**config.mk**
```make
export PLATFORM = sky130hd
export DESIGN_NAME = seq_detect_ctrl
export DESIGN_NICKNAME = d
export VERILOG_FILES = /design/src/rtl/seq_detect_ctrl_pkg.sv /design/src/rtl/seq_detect_ctrl.sv
export SDC_FILE = /design/constraint.sdc
export NUM_CORES = 1
export LEC_CHECK = 0
export ABC_AREA = 1
export BUFFER_PORTS_ARGS = -buffer_cell sky130_fd_sc_hd__buf_2
export CAP_MARGIN = 20
export CORE_AREA = 2 2 50 52
export DETAILED_ROUTE_END_ITERATION = 16
export DIE_AREA = 0 0 52 54
export PLACE_DENSITY = 0.82
export RECOVER_POWER = 25
export REMOVE_ABC_BUFFERS = 1
export SLEW_MARGIN = 20
export SYNTH_ARGS = -nofsm -noshare
export SYNTH_HDL_FRONTEND = slang
export SYNTH_SLANG_ARGS = --single-unit
```
**constraint.sdc**
```tcl
create_clock -name clk -period 1.2 [get_ports clk]
set_input_delay 0.36 -clock clk [delete_from_list [all_inputs] [get_ports clk]]
set_output_delay 0.36 -clock clk [all_outputs]
set_load 0.01 [all_outputs]
```
**src/rtl/seq_detect_ctrl_pkg.sv**
```systemverilog
// ---------------------------------------------------------------------------
// seq_detect_ctrl_pkg
//   Shared definitions for the 1100 detector sequencer: the controller state
//   encoding, default widths and small state-classification helpers.
// ---------------------------------------------------------------------------
package seq_detect_ctrl_pkg;

  localparam int DEF_DATA_W = 8;
  localparam int DEF_CNT_W  = 4;

  typedef enum logic [2:0] {
    ST_IDLE  = 3'd0,
    ST_CLEAR = 3'd1,
    ST_SHIFT = 3'd2,
    ST_DRAIN = 3'd3,
    ST_DONE  = 3'd4
  } state_t;

  // States in which a run is in progress and the detector is being driven.
  function automatic logic state_is_busy(state_t s);
    return (s == ST_CLEAR) || (s == ST_SHIFT) || (s == ST_DRAIN);
  endfunction

  // The 3-bit register can hold three encodings that name no state.
  function automatic logic state_is_valid(state_t s);
    return (s == ST_IDLE) || state_is_busy(s) || (s == ST_DONE);
  endfunction

endpackage

```
**src/rtl/seq_detect_ctrl.sv**
```systemverilog
// ---------------------------------------------------------------------------
// seq_detect_ctrl
//   Sequencer for an external 1100 Moore pattern detector. A start in IDLE
//   captures a DATA_W-bit word, the detector is cleared for one cycle, the
//   word is fed MSB-first on det_p1 at one bit per clock, one extra cycle
//   absorbs the detector's Moore latency, and a one-cycle done strobe ends
//   the run. Detector z pulses seen during SHIFT and DRAIN are counted with
//   saturation.
//
// Ports:
//   clk          system clock, rising edge
//   reset_n      asynchronous active-low reset
//   start        run request, level-sampled in IDLE only
//   abort        cancels a run in CLEAR/SHIFT/DRAIN
//   data_in      test word, captured on an accepted start
//   det_z        Moore output z of the detector
//   det_p1       serial bit to the detector's P1 input
//   det_rst      active-high reset to the detector
//   busy         high in CLEAR, SHIFT and DRAIN
//   done         one-cycle strobe at the end of a completed run
//   match_count  detections in the last run (held until the next start)
// ---------------------------------------------------------------------------
module seq_detect_ctrl
  import seq_detect_ctrl_pkg::*;
#(
  parameter int DATA_W = DEF_DATA_W,
  parameter int CNT_W  = DEF_CNT_W
) (
  input  logic              clk,
  input  logic              reset_n,
  input  logic              start,
  input  logic              abort,
  input  logic [DATA_W-1:0] data_in,
  input  logic              det_z,
  output logic              det_p1,
  output logic              det_rst,
  output logic              busy,
  output logic              done,
  output logic [CNT_W-1:0]  match_count
);

  localparam int               BIT_W    = $clog2(DATA_W);
  localparam logic [BIT_W-1:0] LAST_BIT = BIT_W'(DATA_W - 1);
  localparam logic [CNT_W-1:0] CNT_MAX  = '1;

  state_t            state, state_next;
  logic [DATA_W-1:0] shreg, shreg_next;
  logic [BIT_W-1:0]  bit_cnt, bit_cnt_next;
  logic [CNT_W-1:0]  count, count_next;
  logic              det_rst_q, det_rst_next;

  // State and datapath registers. det_rst_q comes out of reset high so the
  // detector is held in S0 for as long as reset_n is low.
  always_ff @(posedge clk or negedge reset_n) begin
    if (!reset_n) begin
      state     <= ST_IDLE;
      shreg     <= '0;
      bit_cnt   <= '0;
      count     <= '0;
      det_rst_q <= 1'b1;
    end else begin
      state     <= state_next;
      shreg     <= shreg_next;
      bit_cnt   <= bit_cnt_next;
      count     <= count_next;
      det_rst_q <= det_rst_next;
    end
  end

  // Next-state and datapath update. The counter update sits after the case
  // so that the abort edge out of SHIFT/DRAIN still counts a z seen there.
  always_comb begin
    state_next   = state;
    shreg_next   = shreg;
    bit_cnt_next = bit_cnt;
    count_next   = count;

    case (state)
      ST_IDLE: begin
        if (start) begin
          shreg_next   = data_in;
          count_next   = '0;
          bit_cnt_next = '0;
          state_next   = ST_CLEAR;
        end
      end
      ST_CLEAR: begin
        state_next = abort ? ST_IDLE : ST_SHIFT;
      end
      ST_SHIFT: begin
        shreg_next   = {shreg[DATA_W-2:0], 1'b0};
        bit_cnt_next = bit_cnt + 1'b1;
        if (abort) begin
          state_next = ST_IDLE;
        end else if (bit_cnt == LAST_BIT) begin
          state_next = ST_DRAIN;
        end
      end
      ST_DRAIN: begin
        state_next = abort ? ST_IDLE : ST_DONE;
      end
      ST_DONE: begin
        state_next = ST_IDLE;
      end
      default: begin
        state_next = ST_IDLE;
      end
    endcase

    if (((state == ST_SHIFT) || (state == ST_DRAIN)) && det_z && (count != CNT_MAX)) begin
      count_next = count + 1'b1;
    end

    // The detector reset is registered so it lines up exactly with CLEAR.
    det_rst_next = (state_next == ST_CLEAR);
  end

  // Outputs decoded from registered state only; an illegal encoding also
  // resets the detector for the single cycle it takes to recover to IDLE.
  assign det_rst     = det_rst_q | ~state_is_valid(state);
  assign det_p1      = (state == ST_SHIFT) & shreg[DATA_W-1];
  assign busy        = state_is_busy(state);
  assign done        = (state == ST_DONE);
  assign match_count = count;

endmodule

```
==> run summary, run 1 <==
LOGIC SYNTHESIS
-----------------------------------------------------------------------------------------------
Dominant synthesized flop cell ...................................................      dfrtp_1
#FFs+latches synth ...............................................................           19
Synth Area per Inst ..............................................................     8.14 um2
Top cells by area, synth ......................................................... dfrtp_1, nand2_1, nand3_1
Summed instance area of the synthesized netlist ..................................  0.00101 mm2
Count of flip-flops with a built-in enable after synthesis .......................            0
Dominant cell type by area after synthesis .......................................      dfrtp_1
Unique masters post-synth ........................................................           18
Instance count of the mapped netlist .............................................          124
Fraction of registers with async set or reset after synthesis ....................         100%
Most instantiated library cell after synthesis ...................................      nand2_1
Share of the yosys chip area belonging to registers ..............................        47.2%
Synth cell count leaders ......................................................... nand2_1, nand3_1, dfrtp_1
Number of warning messages in the yosys log ......................................            0
Synth top area share .............................................................        44.6%

CTS
-----------------------------------------------------------------------------------------------
Number of buffers added by the clock tree synthesis step .........................            3
Clock input transition at the sequential cells of the worst setup and hold paths .       130 ps
TritonCTS clock tree .............................................................         done
Clock root buffer master .........................................................     clkbuf_4
Clk sinks ........................................................................           19
Deepest level of the CTS H-tree ..................................................            1
Maximum root-to-sink buffer count ................................................            2
Clock latency on the worst-skew pair .............................................       310 ps

GRT
-----------------------------------------------------------------------------------------------
Total Routing Usage GR ...........................................................        21.7%
Antenna violations before repair .................................................            0
Number of global-route vias before repair ........................................         1002
Largest net degree at the start of global routing ................................           20
Global-route wire length before repair ...........................................      4420 um
Grt ovf ..........................................................................            0

RUN
-----------------------------------------------------------------------------------------------
Max capacitance violation total ..................................................            0

CRITICAL PATH
-----------------------------------------------------------------------------------------------
CP arrival .......................................................................      1270 ps
Crit-path cells .................................................................. nor2_4 -> o21bai_1 -> buf_2
Capturing point of the worst reg2reg path ........................................ match_count[1]
Number of buffers and inverters on the critical path .............................            1
Setup slack on the worst flop-to-flop path .......................................      -200 ps
CP endpoint kind ................................................................. primary output
Number of gates on the worst path with buffers counted ...........................            3
Largest delay share family, worst path ...........................................   flip-flops
Delay of the slowest cell on the worst path ......................................       500 ps
Register-to-Register Path Depth ..................................................            6
Critical path type ...............................................................   reg -> out
Critical path launch point type ..................................................    flip-flop
Crit path max-delay cell type ....................................................      dfrtp_2
Beginning of the worst register-to-register path .................................     state[0]
Biggest fanout along the worst timing path .......................................            4
Worst Path Required ..............................................................       840 ps

ROUTING
-----------------------------------------------------------------------------------------------
Number of design rule violations left after detail routing .......................            0
Via count ........................................................................         1086
Number of detailed-routing iterations run before antenna repair ..................            4
Mean routed wirelength per cell ..................................................      15.2 um
Total wirelength of the detailed-routed design ...................................      3110 um
Final antenna-violating net count ................................................            0
Iteration-0 DRC count of the detailed router .....................................           30
Vias per inst ....................................................................         5.30

TIMING
-----------------------------------------------------------------------------------------------
Final hold violation count .......................................................            0
Final setup TNS ..................................................................     -4450 ps
Final slew viol count ............................................................            0
Fin Clk Skew .....................................................................      16.1 ps
F_max ............................................................................    0.614 GHz
Final count of negative-setup-slack endpoints ....................................           25
Worst Slack Setup Final ..........................................................      -428 ps
Final Hold Slack .................................................................       221 ps
Final worst path period share ....................................................         136%
Slew of the pin with the lowest slew margin ......................................       480 ps
Final Critical Period ............................................................      1630 ps
RSZ-0062 raised after global routing .............................................          yes
Max transition margin ............................................................        68.0%

PLACEMENT
-----------------------------------------------------------------------------------------------
Routability-driven placement congestion ratio ....................................        0.748
Buffers added on ports ...........................................................           20
Setup slack at placement .........................................................     -98.7 ps
Dpl hpwl .........................................................................      1540 um
Placed Cells incl. Taps ..........................................................          181

FINISH
-----------------------------------------------------------------------------------------------
Number of inserted diodes ........................................................            0
Final-layout fill cell count .....................................................          162
Area Growth Syn to Fin ...........................................................        61.1%
Final #Nets ......................................................................          192
Count of non-filler cells in the finished layout .................................          205
Share of layout cells above drive strength 1 .....................................        50.9%

HOLD PATH
-----------------------------------------------------------------------------------------------
HP Class .........................................................................    in -> reg
Startpoint of the lowest-slack hold path .........................................        abort
Min-Delay Endpoint ...............................................................     state[2]
Worst hold path stage count ......................................................            2

FLOORPLAN
-----------------------------------------------------------------------------------------------
Core ar. .........................................................................  0.00232 mm2
Floorplan row count ..............................................................           18
Die H ............................................................................        54 um
Die area .........................................................................  0.00281 mm2
Ports ............................................................................           21
Starting utilization of the core area ............................................        43.5%
Die Width ........................................................................        52 um

RUN STATUS
-----------------------------------------------------------------------------------------------
Run status ....................................................................... finished with violations
Violated checks .................................................................. negative setup slack

PWR
-----------------------------------------------------------------------------------------------
Leakage power ....................................................................     0.868 nW
PwrDens ..........................................................................  1360 mW/mm2
Peak supply drop .................................................................   0.000920 V

[worst max path at each step]
stage	end	startpoint	slack (ps)
3_3_place_gp	det_rst	state[0]	-80
3_5_place_dp	det_rst	state[0]	-100
2_1_floorplan	det_p1	state[2]	-470
5_1_grt	det_rst	state[0]	-470
4_1_cts	done	state[2]	-350
6_report	det_rst	state[0]	-430
[final cells by class]
cell class	instances	area, um2	share of cell area [%]
Inverter	9	38.8	2.38
Multi-Input combinational cell	91	589	36.2
Clock buffer	3	22.5	1.38
Sequential cell	19	479	29.5
Timing Repair Buffer	52	454	27.9
Clock inverter	1	5.00	0.308
Tap cell	30	37.5	2.31
[power breakdown]
| group | leakage (nW) | switching [W] | internal [W] | total, W |
|---|---|---|---|---|
| clock network | 0.0177 | 0.000221 | 0.000125 | 0.000345 |
| logic | 0.608 | 0.000455 | 0.000462 | 0.000917 |
| registers | 0.242 | 0.000144 | 0.000799 | 0.000943 |
| total | 0.868 | 0.000820 | 0.00139 | 0.00221 |
[registers in the layout, indices dropped and copies added, names as in the netlist]
register,count
shreg,8
match_count,4
bit_cnt,3
state,3
det_rst_q,1
[logic make-up (layout without fill, tap and decap cells)]
logic type / Yosys count / count (layout) / share of synthesized area [%]
buf+inv: 14 / 65 / 8.80
flops: 19 / 19 / 47.2
compound gates: 3 / 3 / 1.74
simple gates: 85 / 85 / 38.5
fa+ha+maj: 3 / 3 / 3.72
[layout by cell type (no fill, tap or decap), types with 3 or more instances in the layout]
cell | synthesis | final
inv_1 | 7 | 5
buf_6 | 3 | 13
nand3_1 | 19 | 3
nand2_1 | 47 | 43
nand2_2 | 0 | 3
dfrtp_1 | 18 | 16
nand3_2 | 0 | 15
ha_1 | 3 | 3
buf_2 | 0 | 16
clkbuf_4 | 0 | 3
nand4_1 | 9 | 9
inv_2 | 2 | 3
buf_12 | 0 | 3
buf_4 | 1 | 17
nor2_1 | 5 | 3
[timing repair]
| item | in CTS | in global routing |
|---|---|---|
| setup endpoints to repair | 24 | 26 |
| cloned | 1 | 1 |
| hold buffers | 1 | 0 |
| resized for setup | 37 | 23 |
| pin swaps | 19 | 11 |
| buffers inserted | 15 | 7 |
| endpoints found under the hold margin | 10 | 0 |
[stage by stage]
step           utilization (%)  instance area [um2]  total power [W]
3_3_place_gp              51.5                 1190          0.00142
3_5_place_dp              51.5                 1190          0.00146
2_1_floorplan                -                  955          0.00121
4_1_cts                   64.6                 1500          0.00201
6_report                  70.1                 1630          0.00221
5_1_grt                   70.1                 1630          0.00232
[layer usage]
metal	part of all wire, %	global-route usage (%)	vias to the layer above
met3	4.0	2.78	13
met2	52	37.6	31
met1	40	25.7	530
met5	0	0	-
met4	4.2	13.2	0
li1	-	-	512
Power figures use the tool's default switching activity.
==> run 2: changes to the inputs <==
CELL_PAD_IN_SITES_DETAIL_PLACEMENT = 1   (was default)
CELL_PAD_IN_SITES_GLOBAL_PLACEMENT = 1   (was default)
CORE_AREA = 2 2 44 77   (was 2 2 50 52)
DIE_AREA = 0 0 46 79   (was 0 0 52 54)
GPL_TIMING_DRIVEN = 0   (was default)
PLACE_DENSITY = 0.83   (was 0.82)
==> run summary, run 2 (synthesis gave the netlist of run 1 again) <==
FINISH
-----------------------------------------------------------------------------------------------
Commonest non-fill, non-tap cells in the layout .................................. nand2_1, buf_2, nand3_1
Final Core Density ...............................................................        44.6%
Final-layout fill cell count .....................................................          363
Number of inserted diodes ........................................................            0
Max reg flops ....................................................................            8
Most common cell after layout, fill and taps aside ...............................      nand2_1
Area Growth Syn to Fin ...........................................................        34.3%
Share of layout cells above drive strength 1 .....................................        36.0%
Count of non-filler cells in the finished layout .................................          190
Largest Register .................................................................        shreg
Final #Nets ......................................................................          178

CRITICAL PATH
-----------------------------------------------------------------------------------------------
Crit-path cells .................................................................. inv_4 -> buf_6 -> nor3_2 -> buf_2
CP arrival .......................................................................      1100 ps
CP endpoint kind ................................................................. primary output
Largest delay share family, worst path ...........................................   flip-flops
Beginning of the worst register-to-register path .................................     state[1]
Setup slack on the worst flop-to-flop path .......................................      -120 ps
Critical path launch point type ..................................................    flip-flop
Number of buffers and inverters on the critical path .............................            3
Crit path max-delay cell type ....................................................      dfrtp_2
Delay of the slowest cell on the worst path ......................................       390 ps
Critical path type ...............................................................   reg -> out
Biggest fanout along the worst timing path .......................................            3
Worst Path Required ..............................................................       840 ps
Capturing point of the worst reg2reg path ........................................ match_count[3]
Register-to-Register Path Depth ..................................................            8

GRT
-----------------------------------------------------------------------------------------------
Grt ovf ..........................................................................            0
Number of global-route vias before repair ........................................         1080
Antenna violations before repair .................................................            0
Global-route wire length before repair ...........................................      5230 um
Total Routing Usage GR ...........................................................        19.7%
Largest net degree at the start of global routing ................................           20

TIMING
-----------------------------------------------------------------------------------------------
F_max ............................................................................    0.686 GHz
Final count of negative-setup-slack endpoints ....................................           16
Final slew viol count ............................................................            0
RSZ-0062 raised after global routing .............................................          yes
Max transition margin ............................................................        24.6%
Final worst path period share ....................................................         122%
Final Hold Slack .................................................................       293 ps
Fin Clk Skew .....................................................................      2.13 ps
Slew of the pin with the lowest slew margin ......................................      1130 ps
Worst Slack Setup Final ..........................................................      -259 ps
Final Critical Period ............................................................      1460 ps
Final hold violation count .......................................................            0

RUN
-----------------------------------------------------------------------------------------------
Max capacitance violation total ..................................................            0

RUN STATUS
-----------------------------------------------------------------------------------------------
Violated checks .................................................................. negative setup slack
Run status ....................................................................... finished with violations

PLACEMENT
-----------------------------------------------------------------------------------------------
Routability-driven placement congestion ratio ....................................        0.755
Dpl hpwl .........................................................................      1770 um
Placed Cells incl. Taps ..........................................................          168
Buffers added on ports ...........................................................           20

FLOORPLAN
-----------------------------------------------------------------------------------------------
Starting utilization of the core area ............................................        33.2%
Die area .........................................................................  0.00363 mm2
Die Width ........................................................................        46 um
Floorplan row count ..............................................................           27
Ports ............................................................................           21
Die H ............................................................................        79 um
Core ar. .........................................................................  0.00304 mm2

CTS
-----------------------------------------------------------------------------------------------
Deepest level of the CTS H-tree ..................................................            1
Clock latency on the worst-skew pair .............................................       260 ps
Clock root buffer master .........................................................     clkbuf_8
Clock input transition at the sequential cells of the worst setup and hold paths .        70 ps
Clk sinks ........................................................................           19
TritonCTS clock tree .............................................................         done
Maximum root-to-sink buffer count ................................................            2
Number of buffers added by the clock tree synthesis step .........................            3

PWR
-----------------------------------------------------------------------------------------------
Final Power ......................................................................    0.00204 W
Peak supply drop .................................................................    0.00128 V
PwrDens ..........................................................................  1510 mW/mm2
Leakage power ....................................................................     0.743 nW

ROUTING
-----------------------------------------------------------------------------------------------
Iteration-0 DRC count of the detailed router .....................................           29
Via count ........................................................................         1039
Vias per inst ....................................................................         5.47
Number of detailed-routing iterations run before antenna repair ..................            4
Total wirelength of the detailed-routed design ...................................      3190 um
Number of design rule violations left after detail routing .......................            0
Final antenna-violating net count ................................................            0
Mean routed wirelength per cell ..................................................      16.8 um

HOLD PATH
-----------------------------------------------------------------------------------------------
HP Class .........................................................................  in -> async

==> run 2: cell types whose count changed in the layout (fill, tap and decap cells not counted), sizes merged <==
cell / before / now
clkinv: 2 / 1
dlygate4sd3: 1 / 0
buf: 49 / 33
inv: 8 / 9
clkbuf: 5 / 4
nand3: 20 / 24
==> run 2: worst max path at each step <==
stage,from,to,slack [ps],depth (start not counted)
6_report,state[2],done,-260,4
3_5_place_dp,state[2],det_p1,-810,4
3_3_place_gp,state[2],det_p1,-760,4
2_1_floorplan,state[2],det_p1,-470,3
4_1_cts,state[2],busy,-270,3
5_1_grt,state[0],det_p1,-310,4
==> run 2: through the flow <==
step	setup TNS, ps	area, um2	setup slack [ps]
floorplan	-3560	955	-474
global placement	-9230	1090	-756
detailed placement	-10740	1090	-812
CTS	-1550	1320	-265
global route	-3040	1360	-313
finish	-1510	1360	-259
==> run 2: cell type report <==
type,instances,area [um2],area share (%)
timing repair buffer,34,211,15.6
sequential,19,482,35.5
clock buffer,3,41.3,3.04
multi-input combinational,95,542,39.9
tap,29,36.3,2.68
clock inverter,1,5.00,0.369
inverter,9,38.8,2.86
==> run 2: per-layer routing <==
layer / vias up / track usage, % / routed length [um]
li1: 492 / - / -
met1: 523 / 24.7 / 1270
met2: 18 / 32.4 / 1800
met3: 6 / 2.50 / 56
met4: 0 / 8.29 / 66
met5: - / 0 / 0
==> run 2: report_power, final <==
part           total (W)  internal, W  switching (W)
registers       0.000921     0.000801       0.000121
clock network   0.000458     0.000231       0.000227
logic           0.000663     0.000275       0.000388
total            0.00204      0.00131       0.000735
==> run 2: repair_timing <==
action | 4_1_cts | 5_1_grt
buffers inserted | 12 | 3
pin swaps | 4 | 5
resized for setup | 17 | 4
hold buffers | 0 | 0
setup endpoints to repair | 26 | 22
cloned | 3 | 1
